### config.mk
export PLATFORM = sky130hd
export DESIGN_NAME = uart_reg_responder
export DESIGN_NICKNAME = d
export VERILOG_FILES = /design/src/rtl/uart_pkg.sv /design/src/rtl/uart_frame_timeout.sv /design/src/rtl/uart_reg_responder.sv
export SDC_FILE = /design/constraint.sdc
export NUM_CORES = 1
export LEC_CHECK = 0
export CAP_MARGIN = 10
export CORE_MARGIN = 10
export CORE_UTILIZATION = 49
export DETAILED_ROUTE_END_ITERATION = 10
export PLACE_DENSITY = 0.81
export SLEW_MARGIN = 10
export SYNTH_ARGS = -nofsm -noshare
export SYNTH_HDL_FRONTEND = slang
export SYNTH_SLANG_ARGS = --single-unit
### constraint.sdc
create_clock -name clk_in -period 2 [get_ports clk_in]
set_input_delay 0.4 -clock clk_in [delete_from_list [all_inputs] [get_ports clk_in]]
set_output_delay 0.4 -clock clk_in [all_outputs]
set_load 0.01 [all_outputs]
### src/rtl/uart_pkg.sv
`timescale 1ns/1ps
`default_nettype none
// ============================================================================
//  Module      : uart_pkg
//  Description : Constants shared by the UART host link: the command and
//                response byte codes, the bit period at 16.368 MHz / 115200
//                baud, and the state encoding of the register responder.
//  Revision    : 1.0  initial release
// ============================================================================
package uart_pkg;

    // Host command bytes ('W' and 'R') and single-byte responses
    localparam logic [7:0] CMD_WR  = 8'h57;
    localparam logic [7:0] CMD_RD  = 8'h52;
    localparam logic [7:0] RSP_ACK = 8'h06;
    localparam logic [7:0] RSP_NAK = 8'h15;

    // clk cycles per UART bit
    localparam int CLKS_PER_BIT = 142;

    // Register responder FSM encoding
    localparam logic [2:0] ST_IDLE     = 3'd0;
    localparam logic [2:0] ST_GET_ADDR = 3'd1;
    localparam logic [2:0] ST_GET_DATA = 3'd2;
    localparam logic [2:0] ST_DO_WR    = 3'd3;
    localparam logic [2:0] ST_DO_RD    = 3'd4;
    localparam logic [2:0] ST_CAP_RD   = 3'd5;
    localparam logic [2:0] ST_SEND     = 3'd6;
    localparam logic [2:0] ST_WAIT_TX  = 3'd7;

endpackage
`default_nettype wire

### src/rtl/uart_frame_timeout.sv
`timescale 1ns/1ps
`default_nettype none
// ============================================================================
//  Module      : uart_frame_timeout
//  Description : Inter-byte gap counter. Counts while i_run is high, returns
//                to zero on i_clr or whenever it is not running, and flags
//                o_expire while the count sits at TIMEOUT_CLKS-1.
//  Ports       : i_clk     clock
//                i_rst_n   synchronous active-low reset
//                i_run     count enable (counter held at 0 when low)
//                i_clr     restart the count from 0 on the next cycle
//                o_expire  high on the TIMEOUT_CLKS-th running cycle
//  Revision    : 1.0  initial release
// ============================================================================
module uart_frame_timeout #(
    parameter int TIMEOUT_CLKS = 2840
) (
    input  logic i_clk,
    input  logic i_rst_n,
    input  logic i_run,
    input  logic i_clr,
    output logic o_expire
);

    localparam int c_cnt_w = (TIMEOUT_CLKS > 2) ? $clog2(TIMEOUT_CLKS) : 1;
    localparam logic [c_cnt_w-1:0] c_last = c_cnt_w'(TIMEOUT_CLKS - 1);

    logic [c_cnt_w-1:0] r_count_q;
    logic [c_cnt_w-1:0] w_count_d;

    // Saturate at the last value so a caller that ignores the expiry does
    // not see the flag wrap around and re-fire.
    always_comb begin
        w_count_d = r_count_q;
        if (i_clr || !i_run) begin
            w_count_d = '0;
        end else if (r_count_q != c_last) begin
            w_count_d = r_count_q + 1'b1;
        end
    end

    always_ff @(posedge i_clk) begin
        if (!i_rst_n) begin
            r_count_q <= '0;
        end else begin
            r_count_q <= w_count_d;
        end
    end

    assign o_expire = i_run && (r_count_q == c_last);

endmodule
`default_nettype wire

### src/rtl/uart_reg_responder.sv
`timescale 1ns/1ps
`default_nettype none
// ============================================================================
//  Module      : uart_reg_responder
//  Description : Device-side end of the host UART link. Parses 'W' addr data
//                and 'R' addr frames from uart_rx, issues register write/read
//                strobes, and answers every frame with one byte via uart_tx
//                (ACK, read data, or NAK). Frames stalled between bytes for
//                TIMEOUT_CLKS cycles are aborted silently.
//  Ports       : clk_in, rst_in_n        clock, synchronous active-low reset
//                rx_dv_in, rx_data_in    received byte strobe and value
//                tx_active_in, tx_done_in  uart_tx busy / done pulse
//                tx_dv_out, tx_data_out  transmit start pulse and byte
//                reg_wr_out, reg_rd_out  register strobes (1 cycle)
//                reg_addr_out, reg_wdata_out  address and write data
//                reg_rdata_in            read data, valid 1 cycle after read
//                frame_err_out           pulse on NAK or timeout abort
//  Revision    : 1.0  initial release
// ============================================================================
module uart_reg_responder #(
    parameter int         ADDR_W       = 4,
    parameter int         TIMEOUT_CLKS = 2840,
    parameter logic [7:0] CMD_WR       = uart_pkg::CMD_WR,
    parameter logic [7:0] CMD_RD       = uart_pkg::CMD_RD,
    parameter logic [7:0] RSP_ACK      = uart_pkg::RSP_ACK,
    parameter logic [7:0] RSP_NAK      = uart_pkg::RSP_NAK
) (
    input  logic              clk_in,
    input  logic              rst_in_n,
    input  logic              rx_dv_in,
    input  logic [7:0]        rx_data_in,
    input  logic              tx_active_in,
    input  logic              tx_done_in,
    output logic              tx_dv_out,
    output logic [7:0]        tx_data_out,
    output logic              reg_wr_out,
    output logic              reg_rd_out,
    output logic [ADDR_W-1:0] reg_addr_out,
    output logic [7:0]        reg_wdata_out,
    input  logic [7:0]        reg_rdata_in,
    output logic              frame_err_out
);

    import uart_pkg::*;

    logic [2:0]        r_state_q,  w_state_d;
    logic              r_is_rd_q,  w_is_rd_d;
    logic [ADDR_W-1:0] r_addr_q,   w_addr_d;
    logic [7:0]        r_wdata_q,  w_wdata_d;
    logic [7:0]        r_rsp_q,    w_rsp_d;

    logic w_err;
    logic w_addr_ok;
    logic w_tmo_run;
    logic w_tmo_clr;
    logic w_tmo_expire;

    // Any bit above the address field makes the address invalid
    assign w_addr_ok = ((rx_data_in >> ADDR_W) == 8'd0);

    // Gap timer runs only while waiting for the rest of a frame; it restarts
    // on every byte and on every state change.
    assign w_tmo_run = (r_state_q == ST_GET_ADDR) || (r_state_q == ST_GET_DATA);
    assign w_tmo_clr = rx_dv_in || (w_state_d != r_state_q);

    uart_frame_timeout #(
        .TIMEOUT_CLKS (TIMEOUT_CLKS)
    ) u_timeout (
        .i_clk    (clk_in),
        .i_rst_n  (rst_in_n),
        .i_run    (w_tmo_run),
        .i_clr    (w_tmo_clr),
        .o_expire (w_tmo_expire)
    );

    always_comb begin
        w_state_d = r_state_q;
        w_is_rd_d = r_is_rd_q;
        w_addr_d  = r_addr_q;
        w_wdata_d = r_wdata_q;
        w_rsp_d   = r_rsp_q;
        w_err     = 1'b0;

        case (r_state_q)
            ST_IDLE: begin
                if (rx_dv_in) begin
                    if ((rx_data_in == CMD_WR) || (rx_data_in == CMD_RD)) begin
                        w_is_rd_d = (rx_data_in == CMD_RD);
                        w_state_d = ST_GET_ADDR;
                    end else begin
                        w_rsp_d   = RSP_NAK;
                        w_err     = 1'b1;
                        w_state_d = ST_SEND;
                    end
                end
            end
            // A byte arriving on the expiry cycle takes precedence
            ST_GET_ADDR: begin
                if (rx_dv_in) begin
                    if (w_addr_ok) begin
                        w_addr_d  = rx_data_in[ADDR_W-1:0];
                        w_state_d = r_is_rd_q ? ST_DO_RD : ST_GET_DATA;
                    end else begin
                        w_rsp_d   = RSP_NAK;
                        w_err     = 1'b1;
                        w_state_d = ST_SEND;
                    end
                end else if (w_tmo_expire) begin
                    w_err     = 1'b1;
                    w_state_d = ST_IDLE;
                end
            end
            ST_GET_DATA: begin
                if (rx_dv_in) begin
                    w_wdata_d = rx_data_in;
                    w_state_d = ST_DO_WR;
                end else if (w_tmo_expire) begin
                    w_err     = 1'b1;
                    w_state_d = ST_IDLE;
                end
            end
            ST_DO_WR: begin
                w_rsp_d   = RSP_ACK;
                w_state_d = ST_SEND;
            end
            ST_DO_RD: begin
                w_state_d = ST_CAP_RD;
            end
            ST_CAP_RD: begin
                w_rsp_d   = reg_rdata_in;
                w_state_d = ST_SEND;
            end
            ST_SEND: begin
                if (!tx_active_in) begin
                    w_state_d = ST_WAIT_TX;
                end
            end
            ST_WAIT_TX: begin
                if (tx_done_in) begin
                    w_state_d = ST_IDLE;
                end
            end
            default: begin
                w_state_d = ST_IDLE;
            end
        endcase
    end

    always_ff @(posedge clk_in) begin
        if (!rst_in_n) begin
            r_state_q <= ST_IDLE;
            r_is_rd_q <= 1'b0;
            r_addr_q  <= '0;
            r_wdata_q <= 8'd0;
            r_rsp_q   <= 8'd0;
        end else begin
            r_state_q <= w_state_d;
            r_is_rd_q <= w_is_rd_d;
            r_addr_q  <= w_addr_d;
            r_wdata_q <= w_wdata_d;
            r_rsp_q   <= w_rsp_d;
        end
    end

    // Pulses are decoded from the state and masked while reset is held so
    // every output reads zero during reset, not only after the next edge.
    assign reg_wr_out    = rst_in_n && (r_state_q == ST_DO_WR);
    assign reg_rd_out    = rst_in_n && (r_state_q == ST_DO_RD);
    assign tx_dv_out     = rst_in_n && (r_state_q == ST_SEND) && !tx_active_in;
    assign frame_err_out = rst_in_n && w_err;
    assign tx_data_out   = r_rsp_q;
    assign reg_addr_out  = r_addr_q;
    assign reg_wdata_out = r_wdata_q;

endmodule
`default_nettype wire

==> impl_results.md <==
* Outcome: finished with violations
* Failing checks: setup timing
* Hold Path Class: input port to flip-flop
* Main combinational cell family by area after synthesis: simple AND/OR/NAND/NOR gates
* CP Max Fanout at 2
* H-Tree Depth at 2
* Ant diodes at 0
* CTS Buf Count at 5
* Clk_skew at between 4 and 5 ps
* First-pass GRT wire length at roughly 7.8 mm
* Wire length on met1 at 1.99 mm
* Starting Density at around 51%
* Synth warn at 0
* TritonCTS clock tree: yes
* Clock slew at reported path FFs at around 70 ps
* Vias/cell at between 5 and 6
* Synth Instances at 188
* Worst Path Arrival at around 1900 ps
* Worst path max stage delay at ~350 ps
* Period utilization at 114%
* Most common cell after layout, fill and taps aside: buf_4
* Syn nets at between 200 and 250
* Tmin final at ~2300 ps
* Port buffer count at 44
* Sequential share of power at 34.3%
* Sw frac at a little over a third
* Critical Path End Type: output port
* Length of the first detailed-routing pass in iterations at 4
* Routed WL at about 4.9 mm
* Syn-to-layout area delta at 46.3%
* Worst IR Drop VDD at around 520 uV
* Req. time, crit path at ~1600 ps
* Final Hold Viols at 0
* Least-Margin Pin Slew at around 340 ps
* Core area at between 0.003 and 0.004 sq mm
* Cts-stage hold buffer count at 0
* HPWL Detailed at between 3 and 4 mm
* Synth Area in Compound Gates at approximately 16%
* # setup viols final at 1
* DR iter-0 viols at about 170
* Mean Syn Cell Area at roughly 9.8 sq um
* Power per cell area at around 900 mW/mm^2
* Fin nets at just under 300
* Critical Path Source Type: flip-flop
* Setup total negative slack at -287 ps
* Clock Latency Late Sink at around 290 ps
* Crit path cell chain: nor4bb_4 -> nand4_2 -> or3_4 -> a221oi_2 -> buf_2
* Clk root buf: clkbuf_8
* Max-slew violation count at 0
* Power Internal at roughly 1600 uW
* Clock Power Share at between 10% and 20%
* Die Ht at between 80 and 90 um
* RSZ-0062 raised after global routing: true
* Adder-Cell Fraction of Synth Area at less than 1%
* Pleak at approximately 0.0011 uW
* Post-Synth XOR/XNOR Area at about 4.7%
* DR WL/cell at 15.3 um
* Via count at approximately 1700
* Row cnt at 22
* Seq/Total Area, Yosys at a little under 40%
* Most frequent cells in the layout: 39 x buf_4, 36 x clkdlybuf4s50_1, 33 x dfxtp_1
* Clock sinks at 36
* Die X-Extent at just over 80 um
* Critical path class: flip-flop to output port
* Share of cells above drive strength 1 at just under 30%
* Simple-gate share of the synthesized area at roughly a quarter
* Unique cell type count in the Yosys netlist at 51
* I/O pin cnt at 45
* Met2 Wirelength at about 2.5 mm
* Ys async rst share at 0%
* Initial antenna violation count at 0
* Vias in the first global route at 1655
* Remaining routing DRC violations at 0
* Total GRT Usage at between 10% and 20%
* Post-DRT Antenna Nets at 0
* Total gr overflow at 0
* Post-synth EDFFs at 0
* Mux share of post-synthesis cell area at around 7.6%
* Top sig layer: met4
* Max-Cap Viols at 0
* Fill count at 248
* Max Freq at roughly 440 MHz
* Net Sw Power at 898 uW
* Relative slew slack at roughly three quarters
* Met3 WL at 256 um
* Power share of the combinational group at about 46%
* Final WS setup at -287 ps
* Synthesized area at 0.00185 sq mm
* Ys flop type: dfxtp_1
* Post-layout util at between 70% and 80%
* Clk buf depth at 2
* Routability Congestion at around 0.8
* Slowest-stage cell, CP: or3_4
* Synth Register Bits at 36
* Largest net degree at the start of global routing at 23
* Pre-CTS setup slack at -646 ps
* Die footprint at between 0.006 and 0.007 sq mm
[synth_stat cells, types with 2 or more instances]
library cell | count | area [sq um]
dfxtp_1 | 36 | 721
nor2b_1 | 17 | 106
mux2i_1 | 14 | 140
nand2_1 | 13 | 48.8
and3_1 | 7 | 43.8
nor2_1 | 7 | 26.3
a211oi_1 | 6 | 45.0
a21oi_1 | 6 | 30.0
nand3_1 | 6 | 30.0
xnor2_1 | 5 | 43.8
xor2_1 | 5 | 43.8
a32o_1 | 4 | 40.0
clkbuf_8 | 4 | 55.1
nand4_1 | 4 | 25.0
nor3_1 | 4 | 20.0
o21ai_0 | 4 | 20.0
clkbuf_1 | 3 | 11.3
inv_1 | 3 | 11.3
o221a_2 | 3 | 33.8
a211o_1 | 2 | 17.5
a211oi_2 | 2 | 25.0
and2_1 | 2 | 12.5
nor4b_1 | 2 | 17.5
or3_1 | 2 | 12.5
[power groups by stage]
stage,Sequential (uW),Clock (uW),Combinational (uW)
after floorplan,907,0,660
after global placement,870,0,1060
after detailed placement,873,0,1070
after CTS,857,500,1080
after global routing,873,535,1240
final,860,490,1160
[per-layer routing]
layer / GRT usage (%) / up-vias
met5: 0 / -
met4: 5.19 / 0
met3: 5.24 / 9
met2: 26.5 / 30
met1: 15.9 / 805
li1: - / 849
[cell type report]
cell class	count	area, sq um	area share [%]
tap	48	60.1	2.22
timing repair buffer	85	767	28.3
sequential	36	724	26.8
inverter	3	11.3	0.416
clock buffer	6	72.6	2.68
clock inverter	1	5.00	0.185
multi-input combinational	138	1070	39.4
[through the flow]
stage	std cells	total power, uW	cell area (sq um)	hold WS [ps]
2_1_floorplan	188	1570	1850	498
3_3_place_gp	306	1920	2540	468
3_5_place_dp	306	1940	2540	484
4_1_cts	314	2440	2640	494
5_1_grt	317	2650	2710	500
6_report	317	2510	2710	485
[cells by family after synthesis]
| kind of cell | after synthesis |
|---|---|
| AND/OR/NAND/NOR | 76 |
| buffers and inverters | 14 |
| AO/OA/AOI/OAI | 37 |
| flip-flops | 36 |
| adder cells (fa/ha/maj) | 1 |
| XOR/XNOR | 10 |
| multiplexers | 14 |
[critical path: cells and delay by family (launching register included)]
family,cells,cell delay (ps)
buf+inv,1,170
flops,1,340
simple gates,3,840
compound gates,1,250
[final timing paths]
| check | startpoint | end | slack, ps | cells after the start |
|---|---|---|---|---|
| min reg2reg | tx_data_out[1] | tx_data_out[1] | 490 | 2 |
| max reg2reg | u_timeout.r_count_q[0] | u_timeout.r_count_q[11] | 100 | 9 |
| max | u_timeout.r_count_q[11] | frame_err_out | -290 | 5 |
| min | rx_data_in[4] | reg_wdata_out[4] | 490 | 3 |
[timing repair]
| action | CTS | global route |
|---|---|---|
| buffers inserted | 1 | 3 |
| pin swaps | 3 | 7 |
| gates resized for setup | 12 | 19 |
| gates cloned | 0 | 0 |
| endpoints found under the setup margin | 6 | 15 |
[flip-flops by register name (all words and copies together) (netlist names)]
name and cells:
r_is_rd_q 1, r_state_q 3, reg_addr_out 4, reg_wdata_out 8
tx_data_out 8, u_timeout.r_count_q 12
Power figures use the tool's default switching activity.
